### src/rtl/multi_clock_suite_serial_tx_pkg.sv
// Shared state encoding and sizing helper for the serial transmitter.
package multi_clock_suite_serial_tx_pkg;

  typedef enum logic {
    IDLE = 1'b0,
    SEND = 1'b1
  } tx_state_e;

  // Beat counter width; a 2-bit word still needs one counter bit.
  function automatic int cnt_width(input int width);
    int w;
    w = $clog2(width);
    return (w < 32'sd1) ? 32'sd1 : w;
  endfunction

endpackage

### src/rtl/multi_clock_suite_serial_tx_if.sv
// Decoupled word-in / bit-out link of the serial transmitter.
interface multi_clock_suite_serial_tx_if #(
  parameter int WIDTH = 8
);
  logic             io_in_valid;
  logic             io_in_ready;
  logic [WIDTH-1:0] io_in_bits;
  logic             io_out_valid;
  logic             io_out_ready;
  logic             io_out_bits;
  logic             io_out_last;
  logic             io_busy;

  modport master (
    output io_in_valid, io_in_bits, io_out_ready,
    input  io_in_ready, io_out_valid, io_out_bits, io_out_last, io_busy
  );

  modport slave (
    input  io_in_valid, io_in_bits, io_out_ready,
    output io_in_ready, io_out_valid, io_out_bits, io_out_last, io_busy
  );
endinterface

### src/rtl/multi_clock_suite_hold_reg.sv
// One-entry holding register: write sets full, clear strobe empties it.
// A write in the same cycle as a clear wins, so a refill keeps it full.
module multi_clock_suite_hold_reg #(
  parameter int WIDTH = 8
) (
  input  logic             clk,
  input  logic             reset,
  input  logic             wr_en,
  input  logic [WIDTH-1:0] wr_data,
  input  logic             rd_clr,
  output logic             full,
  output logic [WIDTH-1:0] data
);
  logic             full_q, full_d;
  logic [WIDTH-1:0] data_q, data_d;

  // Next-state for the full flag and stored word.
  always_comb begin
    full_d = full_q;
    data_d = data_q;
    if (wr_en) begin
      full_d = 1'b1;
      data_d = wr_data;
    end else if (rd_clr) begin
      full_d = 1'b0;
    end else begin
      full_d = full_q;
    end
  end

  // Holding register state.
  always_ff @(posedge clk) begin
    if (reset) begin
      full_q <= 1'b0;
      data_q <= {WIDTH{1'b0}};
    end else begin
      full_q <= full_d;
      data_q <= data_d;
    end
  end

  assign full = full_q;
  assign data = data_q;
endmodule

### src/rtl/multi_clock_suite_serial_tx.sv
// Parallel-to-serial transmitter: words land in a hold buffer, then shift out
// LSB-first one bit per accepted beat, back-to-back without bubbles.
module multi_clock_suite_serial_tx
  import multi_clock_suite_serial_tx_pkg::*;
#(
  parameter int WIDTH = 8
) (
  input  logic                          clk,
  input  logic                          reset,
  multi_clock_suite_serial_tx_if.slave  io
);
  localparam int            CW       = cnt_width(WIDTH);
  localparam logic [CW-1:0] LAST_CNT = CW'(WIDTH - 1);

  tx_state_e        state_q, state_d;
  logic [WIDTH-1:0] shreg_q, shreg_d;
  logic [CW-1:0]    cnt_q, cnt_d;

  logic             hold_full;
  logic             hold_wr;
  logic             hold_clr;
  logic [WIDTH-1:0] hold_data;
  logic             in_fire;
  logic             out_fire;
  logic             at_last;

  multi_clock_suite_hold_reg #(.WIDTH(WIDTH)) u_hold (
    .clk     (clk),
    .reset   (reset),
    .wr_en   (hold_wr),
    .wr_data (io.io_in_bits),
    .rd_clr  (hold_clr),
    .full    (hold_full),
    .data    (hold_data)
  );

  assign in_fire  = io.io_in_valid & ~hold_full;
  assign at_last  = (cnt_q == LAST_CNT);
  assign out_fire = (state_q == SEND) & io.io_out_ready;

  // FSM next state, shift/count update and hold buffer strobes.
  always_comb begin
    state_d  = state_q;
    shreg_d  = shreg_q;
    cnt_d    = cnt_q;
    hold_clr = 1'b0;
    hold_wr  = in_fire;
    case (state_q)
      IDLE: begin
        if (hold_full) begin
          shreg_d  = hold_data;
          cnt_d    = {CW{1'b0}};
          hold_clr = 1'b1;
          state_d  = SEND;
        end else begin
          state_d  = IDLE;
        end
      end
      SEND: begin
        if (out_fire && !at_last) begin
          shreg_d = {1'b0, shreg_q[WIDTH-1:1]};
          cnt_d   = cnt_q + CW'(1'b1);
        end else if (out_fire && hold_full) begin
          shreg_d  = hold_data;
          cnt_d    = {CW{1'b0}};
          hold_clr = 1'b1;
        end else if (out_fire && in_fire) begin
          // Empty hold on the last beat: bypass the incoming word straight in.
          shreg_d = io.io_in_bits;
          cnt_d   = {CW{1'b0}};
          hold_wr = 1'b0;
        end else if (out_fire) begin
          state_d = IDLE;
        end else begin
          state_d = SEND;
        end
      end
      default: begin
        state_d = IDLE;
      end
    endcase
  end

  // Shifter, beat counter and FSM state.
  always_ff @(posedge clk) begin
    if (reset) begin
      state_q <= IDLE;
      shreg_q <= {WIDTH{1'b0}};
      cnt_q   <= {CW{1'b0}};
    end else begin
      state_q <= state_d;
      shreg_q <= shreg_d;
      cnt_q   <= cnt_d;
    end
  end

  assign io.io_in_ready  = ~hold_full;
  assign io.io_out_valid = (state_q == SEND);
  assign io.io_out_bits  = (state_q == SEND) & shreg_q[0];
  assign io.io_out_last  = (state_q == SEND) & at_last;
  assign io.io_busy      = (state_q == SEND) | hold_full;
endmodule
### src/flat_wrapper.sv
// flat-port wrapper written by rule: the top's interface ports become plain ports
module multi_clock_suite_serial_tx_flat import multi_clock_suite_serial_tx_pkg::*;
#(
  parameter int WIDTH = 8
)
  (clk, reset, io_io_in_valid, io_io_in_bits, io_io_out_ready, io_io_in_ready, io_io_out_valid, io_io_out_bits, io_io_out_last, io_io_busy);
  multi_clock_suite_serial_tx_if #(.WIDTH(WIDTH)) io_i ();
  input  logic clk;
  input  logic reset;
  input wire logic [$bits(io_i.io_in_valid)-1:0] io_io_in_valid;
  input wire logic [$bits(io_i.io_in_bits)-1:0] io_io_in_bits;
  input wire logic [$bits(io_i.io_out_ready)-1:0] io_io_out_ready;
  output wire logic [$bits(io_i.io_in_ready)-1:0] io_io_in_ready;
  output wire logic [$bits(io_i.io_out_valid)-1:0] io_io_out_valid;
  output wire logic [$bits(io_i.io_out_bits)-1:0] io_io_out_bits;
  output wire logic [$bits(io_i.io_out_last)-1:0] io_io_out_last;
  output wire logic [$bits(io_i.io_busy)-1:0] io_io_busy;
  assign io_i.io_in_valid = io_io_in_valid;
  assign io_i.io_in_bits = io_io_in_bits;
  assign io_i.io_out_ready = io_io_out_ready;
  assign io_io_in_ready = io_i.io_in_ready;
  assign io_io_out_valid = io_i.io_out_valid;
  assign io_io_out_bits = io_i.io_out_bits;
  assign io_io_out_last = io_i.io_out_last;
  assign io_io_busy = io_i.io_busy;
  multi_clock_suite_serial_tx #(.WIDTH(WIDTH)) u_core (.clk(clk), .reset(reset), .io(io_i));
endmodule
### config.mk
export PLATFORM = sky130hd
export DESIGN_NAME = multi_clock_suite_serial_tx_flat
export DESIGN_NICKNAME = d
export VERILOG_FILES = /design/src/rtl/multi_clock_suite_serial_tx_pkg.sv /design/src/rtl/multi_clock_suite_serial_tx_if.sv /design/src/rtl/multi_clock_suite_hold_reg.sv /design/src/rtl/multi_clock_suite_serial_tx.sv /design/src/flat_wrapper.sv
export SDC_FILE = /design/constraint.sdc
export NUM_CORES = 1
export LEC_CHECK = 0
export ABC_AREA = 0
export ABC_CLOCK_PERIOD_IN_PS = 1800
export CORE_MARGIN = 3
export CORE_UTILIZATION = 50
export DETAILED_ROUTE_END_ITERATION = 6
export PLACE_DENSITY = 0.78
export SETUP_SLACK_MARGIN = 0.5
export SYNTH_ARGS = -nofsm -noshare
export SYNTH_HDL_FRONTEND = slang
export SYNTH_HIERARCHICAL = 1
export SYNTH_SLANG_ARGS = --single-unit
export TNS_END_PERCENT = 30
### constraint.sdc
create_clock -name clk -period 1.8 [get_ports clk]
set_input_delay 0.18 -clock clk [delete_from_list [all_inputs] [get_ports clk]]
set_output_delay 0.18 -clock clk [all_outputs]
set_load 0.03 [all_outputs]
==> results.yml <==
outcome:
  outcome: "completed"
floorplanning:
  initial_utilization_pct: 55.95
  floorplan.die_area_um2: 2920
  fp.coreArea_um2: 2062
  die-width_um: 54.04
  dieHeight_um: 54.04
  pin_count: 17
  rows: 16
sta:
  fin_tns_setup_ns: 0
  max_clock_freq_ghz: 0.6419
  worstMarginPinSlew_ns: 0.3779
  setup-violations-final: 0
  final.period_utilization_pct: 86.55
  largest_clock_skew_in_the_final_design_ns: 0.003539
  rsz_0062_raised_after_global_routing: "true"
  final_hold_violation_count: 0
  timing.final.crit_period_ns: 1.558
  timing.final.max_slew_violations: 0
  worst_max_slew_margin_expressed_relative_to_the_limit_pct: 74.75
placement:
  globalplace.congestion: 0.8406
  place_hpwl_mm: 2.030
  place.port_buffers: 16
  place_inst: 183
logic_synthesis:
  synthesis.nets: 159
  synth_sequential_area_ratio_pct: 36.44
  yosys.cell_count.top_type: "sky130_fd_sc_hd__dfxtp_1"
  netlist-cell-type-count: 33
  synth_enable_flop_cells: 0
  yosys.area.top_type_share_pct: 36.44
  yosys-top-cells-area: "sky130_fd_sc_hd__dfxtp_1 (36%), sky130_fd_sc_hd__mux2i_1 (6.9%), sky130_fd_sc_hd__a21oi_1 (6.1%)"
  mappedNetlistArea_um2: 1154
  most_common_flop_cell_mapped_by_yosys: "sky130_fd_sc_hd__dfxtp_1"
  async_flop_share_pct: 0
  synth.largest_area_cell: "sky130_fd_sc_hd__dfxtp_1"
  syn-mean-instance-area_um2: 7.956
  synth_seq_cells: 21
  synthesis.instances: 145
  yosysWarnings: 6
  synth.cells.most_frequent: "sky130_fd_sc_hd__dfxtp_1 (21), sky130_fd_sc_hd__nand2_1 (16), sky130_fd_sc_hd__a21oi_1 (14), sky130_fd_sc_hd__o21ai_0 (13), sky130_fd_sc_hd__nor2_1 (11)"
power_and_ir_drop:
  total_power_mw: 1.089
  total_leakage_power_nw: 0.5643
  irDropWorstVdd_mv: 0.6399
  power_density_nw_per_um2: 711.1
clock_network:
  number_of_buffers_created_by_cts: 3
  worstSkewPairLatency_ns: 0.32
  clock_transition_at_path_regs_ns: 0.12
  cts.hold.buffers_added: 0
  cts.sink_count: 21
  clockBufferDepth: 2
  cts_max_level: 1
  clock_tree.root_cell: "sky130_fd_sc_hd__clkbuf_4"
  tritoncts: "done"
layout:
  nets: 182
  post_route_cells_drive_above_1_share_pct: 23.95
  post_layout_nonfiller_instances: 194
  area_delta_synth_final_pct: 32.76
  n_fill_cell: 150
  multi_input_comb_area_um2: 728.2
  register_area_um2: 426.7
  diodes: 0
global_route:
  number_of_global_route_vias_before_repair: 1094
  groute.usage.overall_pct: 25.23
  grt.overflow.total: 0
  grt_pass1_wl_mm: 5.223
  grt_start_max_net_pins: 23
  number_of_antenna_violations_at_the_first_check_in_global_routing: 0
detailed_routing:
  drt-wirelength-per-cell_um: 16.18
  detailroute.via_count: 1183
  postRouteAntennaNets: 0
  avgViaCountPerCell: 6.098
  first_pass_iteration_count_of_the_detailed_router: 4
  drt-initial-drc-count: 63
  drc: 0
  wirelength_mm: 3.139
setup_path:
  critical_path.startpoint_type: "flip-flop"
  worst_ep_required_time_ns: 2.02
  crit_type: "reg2reg"
  cp-end-kind: "flip-flop"
  critical_path_arrival_ns: 1.78
  timing.critical_path.fanout_max: 7
min_path:
  hold_path_class: "in2reg"
job:
  maxCapViolations: 0
==> worst max-delay path, cell delays in order (launching register included) <==
cell and delay [ns]:
sky130_fd_sc_hd__dfxtp_2 0.36, sky130_fd_sc_hd__ha_4 0.16, sky130_fd_sc_hd__ha_4 0.20, sky130_fd_sc_hd__buf_2 0.18, sky130_fd_sc_hd__o221ai_1 0.15, sky130_fd_sc_hd__o21ai_1 0.11
sky130_fd_sc_hd__a311oi_1 0.30
==> cell usage in the layout (no fill, tap or decap), drive strengths merged <==
cell type      instances
and2                   2
o221a                  1
nand3                  6
inv                    8
o22ai                  1
nand2                 16
a21oi                 15
a211oi                 1
dfxtp                 21
nor2b                  2
nor3                   1
clkdlybuf4s15          3
a311oi                 6
nor2                  12
o21ai                 17
a31oi                  2
buf                   15
a21o                   1
ha                     2
clkbuf                 4
or2                    1
a32oi                  1
clkdlybuf4s50         11
nand2b                 4
or3                    1
o221ai                 5
mux2i                  8
==> state kept, by name, indices dropped and copies added, names as in the netlist <==
signal and count:
u_core/cnt_q 3, u_core/io.io_out_valid 1, u_core/shreg_q 8, u_core/u_hold/data 8, u_core/u_hold/full 1
==> stage by stage <==
step	util, %	hold WS (ns)	setup slack [ns]	cell area (um^2)
2_1_floorplan	-	0.2521	0.3847	1205
3_3_place_gp	66.63	0.4842	0.2102	1374
3_5_place_dp	66.63	0.4960	0.1359	1374
4_1_cts	72.69	0.4991	0.2979	1499
5_1_grt	74.27	0.5071	0.2028	1531
6_report	74.27	0.4981	0.2421	1531
==> cells by family (layout without fill, tap and decap cells) <==
| logic type | Yosys count | count (layout) | share of synthesized area, % |
|---|---|---|---|
| compound gates | 50 | 50 | 27.77 |
| simple gates | 45 | 45 | 17.79 |
| flops | 21 | 21 | 36.44 |
| buf+inv | 19 | 41 | 8.893 |
| mux | 8 | 8 | 6.942 |
| fa+ha+maj | 2 | 2 | 2.169 |
==> timing repair <==
| action | in CTS | in global routing |
|---|---|---|
| endpoints found under the setup margin | 25 | 25 |
| pin swaps | 7 | 9 |
| resized for setup | 25 | 8 |
| buffers inserted | 6 | 1 |
==> final cells by class <==
type	instances	share of cell area (%)
Clock buffer	4	1.716
Inverter	8	1.961
Multi-Input combinational cell	105	47.55
Sequential cell	21	27.86
Tap cell	27	2.206
Timing Repair Buffer	29	18.71
==> power breakdown <==
part           switching, mW  internal (mW)
Combinational          0.164          0.146
Clock                  0.154         0.0868
Sequential            0.0324          0.506
Total                  0.351          0.738
==> worst paths after layout <==
kind,from,end,slack [ns],cells past startpoint
worst max-delay path,u_core/cnt_q[0],u_core/shreg_q[1],0.24,6
worst min-delay path,io_io_in_bits[1],u_core/u_hold/data[1],0.50,3
worst max register to register,u_core/cnt_q[0],u_core/shreg_q[1],0.24,6
worst min register to register,u_core/cnt_q[2],u_core/cnt_q[2],0.53,2
==> per-layer routing <==
| layer | global-route usage, % | part of all wire (%) | up-vias |
|---|---|---|---|
| li1 | - | - | 564 |
| met1 | 32.94 | 43 | 556 |
| met2 | 41.13 | 49 | 51 |
| met3 | 4.155 | 5.4 | 12 |
| met4 | 9.959 | 3.0 | 0 |
| met5 | 0 | 0 | - |
Note: power is estimated with default switching activity, not from simulation.
